<file path="config.mk">
export PLATFORM = sky130hd
export DESIGN_NAME = decoder_n
export DESIGN_NICKNAME = d
export VERILOG_FILES = /design/src/rtl/decoder_n.sv
export SDC_FILE = /design/constraint.sdc
export NUM_CORES = 1
export LEC_CHECK = 0
export CAP_MARGIN = 20
export CORE_AREA = 10 10 47 49
export CTS_CLUSTER_DIAMETER = 150
export DETAILED_ROUTE_END_ITERATION = 8
export DIE_AREA = 0 0 57 59
export PLACE_DENSITY = 0.73
export SLEW_MARGIN = 20
export SYNTH_ARGS = -nofsm -noshare
export SYNTH_HDL_FRONTEND = slang
export SYNTH_SLANG_ARGS = --single-unit
</file>
<file path="constraint.sdc">
create_clock -name clk -period 3.81 [get_ports clk]
set_input_delay 0.762 -clock clk [delete_from_list [all_inputs] [get_ports clk]]
set_output_delay 0.762 -clock clk [all_outputs]
set_load 0.1 [all_outputs]
</file>
<file path="src/rtl/decoder_n.sv">
// decoder_n: registered binary-to-one-hot decoder with level and counted-pulse output modes
module decoder_n #(
   parameter int SEL_W = 2,
   parameter int HOLD_W = 4,
   parameter bit ACTIVE_LOW = 1'b0,
   localparam int OUT_W = 2**SEL_W
) (
   input  logic              clk,
   input  logic              rst,
   input  logic              in_valid,
   output logic              in_ready,
   input  logic [SEL_W-1:0]  sel,
   input  logic              mode,
   input  logic [HOLD_W-1:0] hold,
   input  logic              clr,
   output logic [OUT_W-1:0]  d,
   output logic              busy
);
   typedef enum logic {IDLE, HOLD} state_t;
   localparam logic [OUT_W-1:0] INACT = {OUT_W{ACTIVE_LOW}};
   state_t state, state_n;
   logic [HOLD_W-1:0] cnt, cnt_n;
   logic [OUT_W-1:0] d_n, dec;
   logic accept;
   assign in_ready = state == IDLE;
   assign busy = state == HOLD;
   assign accept = in_valid & in_ready;
   assign dec = (OUT_W'(1) << sel) ^ INACT;
   always_comb begin
      state_n = state;
      cnt_n = cnt;
      d_n = d;
      if (state == IDLE) begin
         if (accept) begin
            d_n = dec;
            cnt_n = mode ? hold : cnt;
            state_n = mode ? HOLD : IDLE;
         end else if (clr) begin
            d_n = INACT;
         end
      end else begin
         // clr aborts; a zero count ends the pulse on this edge
         if (clr || cnt == '0) begin
            d_n = INACT;
            state_n = IDLE;
            cnt_n = '0;
         end else begin
            cnt_n = cnt - 1'b1;
         end
      end
   end
   always_ff @(posedge clk) begin
      if (rst) begin
         state <= IDLE;
         cnt <= '0;
         d <= INACT;
      end else begin
         state <= state_n;
         cnt <= cnt_n;
         d <= d_n;
      end
   end
endmodule

</file>
; Word-level counts from Yosys, hierarchy flattened
; Index checks and enable logic that the tools add are counted.
[totals]
reg_bits = 9
output_inout_bits = 6
word_cells = 27
[classes]
addsub = 1
eq_ne = 1
n_shift = 1
n_mux = 12
n_bitwise = 2
reduce_logical = 7
[ops]
columns = op, count
row1 = two-way mux 4 bit, 8
row2 = logical NOT 4 bit, 1
row3 = two-way mux 1 bit, 4
row4 = AND reduction 2 bit, 2
row5 = nonzero test 2 bit, 2
row6 = "left shift 1 x 2 -> 4 bit, first input constant", 1
row7 = "subtractor 4 x 1 -> 4 bit, second input constant", 1
row8 = nonzero test 3 bit, 1
row9 = "inequality test 2 x 1 -> 1 bit, second input constant", 1
row10 = AND 1 bit, 1
row11 = logical OR 1 bit, 1
row12 = NOT 1 bit, 1

; Logic depth before layout (Yosys ltp)
[depth]
ltp_word = 4
mapped_depth = 5
mapped_depth_nobuf = 5

; Worst setup path after synthesis
; Ideal clock, no wire load.
[synth_timing]
kind = flip-flop to flip-flop
startpoint = reg state (netlist: busy)
endpoint = reg cnt[1]
setup_time_ns = 0.087
arrival_ns = 2.434
t_required_ns = 3.723
slack_ns = 1.289
stages_incl_launch_ff = 4
path_buffers = 0
cell_sequence = dfxtp_1 > inv_2 > or4_1 > a221oi_2
[synth_via]
elab_chain_len = 4
elab_cells_between_ends = 6
cone_classes = mux: 1 / bitwise: 2 / reduce/logical: 3
[synth_lines]
columns = element, line_no
row1 = start: declaration, 21  ; state_t state, state_n;
row2 = start signal: assignment, 58  ; state <= state_n;
row3 = NOT 1 bit, n/a
row4 = named net in_ready, 11  ; output logic in_ready,
row5 = AND 1 bit, 27  ; assign accept = in_valid & in_ready;
row6 = nonzero test 2 bit (no source line), n/a
row7 = AND reduction 2 bit (no source line), n/a
row8 = end signal: assignment, 59  ; cnt <= cnt_n;
row9 = end: declaration, 22  ; logic [HOLD_W-1:0] cnt, cnt_n;
; The timed path passes the listed nets, and every way through them passes these cells.
; A chain may end at the register's enable or synchronous reset.

; Worst setup path after layout
[layout_timing]
startpoint = reg state (netlist: busy)
endpoint = out busy
[layout_lines]
columns = element, line_no
row1 = end: declaration, 17  ; output logic busy
; No word-level cell between the ends.

==> flow_summary.yaml <==
placed_design:
  place_congestion: 0.783
  hpwl_um: 943
  io_buffers: 16
setup_path:
  cp-end-kind: "output pin"
  path_buf_inv: 1
  critPathTopFamily: "buffers and inverters"
  r2r-start: "cnt[0]$_SDFFE_PP0P_"
  cp.arrival_ns: 1.98
  rrSetupSlack_ns: 2.15
  r2r-end: "d[0]$_SDFFE_PP0P_"
  critPathMaxStageDelay_ns: 1.21
  worstRegToRegCells: 5
  worstPathMaxFanout: 10
  crit_chain: "clkdlybuf4s50_1"
  crit_type: "reg2out"
  startpoint_type: "flop"
  cp_slowest_cell: "clkdlybuf4s50_1"
  cp.required_ns: 3.05
clock_tree:
  cts_made_buffers: 3
  path_clk_slew_ns: 0.06
  insertion_delay_ns: 0.27
  h-tree-depth: 1
  clockBufferDepth: 2
  post_cts_buffers: 0
  cts_hold_buf: 0
  root_buffer: "clkbuf_4"
  cts_resized: 0
  clock-sinks: 9
  cts_tree: "yes"
synthesis:
  synthCells: 51
  synthArstFlopShare: 0
  postSynthAreaPerCell_um2: 9.20
  synth_edf_count: 0
  ys_seq_area_frac: 0.384
  syn-num-nets: 63
  synth.most_common_cell: "dfxtp_1"
  netlist.area_leader.share: 0.384
  synth_area_um2: 469
  ys_ff_latch: 9
  yosysUniqueCellTypes: 28
  ys_warn_count: 0
  synth.area.top_cells: "dfxtp_1, nor3b_1, a32o_1"
  ys.flop_type: "dfxtp_1"
  synth_top_area_cell: "dfxtp_1"
drt:
  routed_via_density: 5.37
  avgRoutedWirePerCell_um: 14.5
  drt_iter0_markers: 2
  wl_mm: 1.24
  dr.pass1.iters: 3
  drc: 0
  drtAntennaViolNets: 0
  num_vias: 462
timing:
  finalSetupViolations: 0
  worst-slew-pin-transition_ns: 0.979
  fmax_mhz: 364
  finalCriticalPeriod_ns: 2.75
  tns_ns: 0
  hold_viol: 0
  rsz0062_at_grt: "no"
  slew_headroom: 0.345
  finalCritPeriodShare: 0.720
  drv_slew: 0
  fin_skew_ns: 0.00538
layout:
  multi_input_area_um2: 270
  antenna_cells: 0
  syn_to_final_growth_pct: 43.2
  area.sequential_um2: 180
  drive_gt1_frac: 0.114
  final_core_util: 0.479
  fillers: 153
  final_net_count: 83
worst_hold_path:
  min_from: "d[2]$_SDFFE_PP0P_"
  min_path_cells: 1
  min_to: "d[2]$_SDFFE_PP0P_"
  hold_path_class: "reg2reg"
global_route:
  first_global_vias: 521
  grt-ovfl-total: 0
  antenna_found_initial: 0
  grt_pass1_wl_mm: 2.11
  grt.total_usage: 0.0794
  grt_max_degree: 11
die:
  num_rows: 14
  ios: 17
  core_area_um2: 1400
  die_y_um: 59
  die_x_um: 57
  die_area_um2: 3360
  initial_utilization: 0.335
power:
  peakVddDrop_mv: 0.192
  powerDensity_nw_per_um2: 358
  p_total_w: 0.000240
  p_leak_nw: 0.228
run:
  maxCapViolations: 0
status:
  status: "finished clean"
==> cells in the final DEF, fill, tap and decap left out <==
master	n
a31oi_1	2
inv_1	3
a2111oi_2	1
o21ai_0	3
nor3_1	1
nor3b_1	3
nand3b_1	1
nor2b_1	3
nand3_1	1
and3_1	1
dfxtp_1	9
a21boi_0	1
nand4b_1	1
a32o_1	2
clkbuf_1	1
a21bo_2	1
nor4b_1	1
a221oi_2	1
or4_1	1
a22o_1	2
nand2_1	3
inv_2	1
nand2b_1	1
clkbuf_4	3
a21oi_1	3
o21ba_2	1
ha_1	1
clkdlybuf4s50_1	16
nand4_1	1
nor4_1	1
==> how the worst max path moves through the flow <==
| stage | start | end | cells after the start | slack, ns |
|---|---|---|---|---|
| finish | busy$_SDFF_PP0_ | busy | 1 | 1.06 |
| global route | busy$_SDFF_PP0_ | busy | 1 | 1.00 |
| CTS | busy$_SDFF_PP0_ | busy | 1 | 1.06 |
| detailed placement | busy$_SDFF_PP0_ | busy | 1 | 1.36 |
| global placement | busy$_SDFF_PP0_ | busy | 1 | 1.37 |
| floorplan | busy$_SDFF_PP0_ | cnt[1]$_SDFFE_PP0P_ | 3 | 1.29 |
==> logic make-up (layout without fill, tap and decap cells) <==
| kind of cell | count (synthesis) | count (layout) | share of synthesized area |
|---|---|---|---|
| AO/OA/AOI/OAI | 17 | 17 | 0.293 |
| adder cells (fa/ha/maj) | 1 | 1 | 0.0267 |
| buffers and inverters | 5 | 24 | 0.0400 |
| flip-flops | 9 | 9 | 0.384 |
| AND/OR/NAND/NOR | 19 | 19 | 0.256 |
==> cell type report <==
class                           instances  share of cell area
Multi-Input combinational cell         37               0.402
Sequential cell                         9               0.268
Timing Repair Buffer                   16               0.238
Clock buffer                            4              0.0391
Tap cell                               16              0.0298
Inverter                                4              0.0223
==> power breakdown <==
group	leakage [nW]	internal [W]	switching, W
clock	0.0150	0.0000405	0.0000362
sequential	0.0735	0.0000986	0.00000435
combinational	0.139	0.0000245	0.0000363
total	0.228	0.000164	0.0000768
==> registers in the layout, summed over array words and instances (netlist names) <==
name / count
cnt: 4
d: 4
busy: 1
==> per-layer routing <==
metal,vias up,GRT usage,routed length [um]
li1,237,-,-
met1,207,0.0721,516
met2,16,0.126,530
met3,2,0.0644,179
met4,0,0.0403,17
met5,-,0,0
==> metrics by stage <==
step | area [um2] | hold WS, ns | setup WS [ns] | instances
after CTS | 672 | 0.481 | 1.06 | 86
after detailed placement | 646 | 0.461 | 1.36 | 82
after global routing | 672 | 0.499 | 1.00 | 86
after global placement | 646 | 0.457 | 1.37 | 82
final | 672 | 0.475 | 1.06 | 86
after floorplan | 469 | 0.458 | 1.29 | 51
No activity file was read; power rests on OpenSTA's default activity.
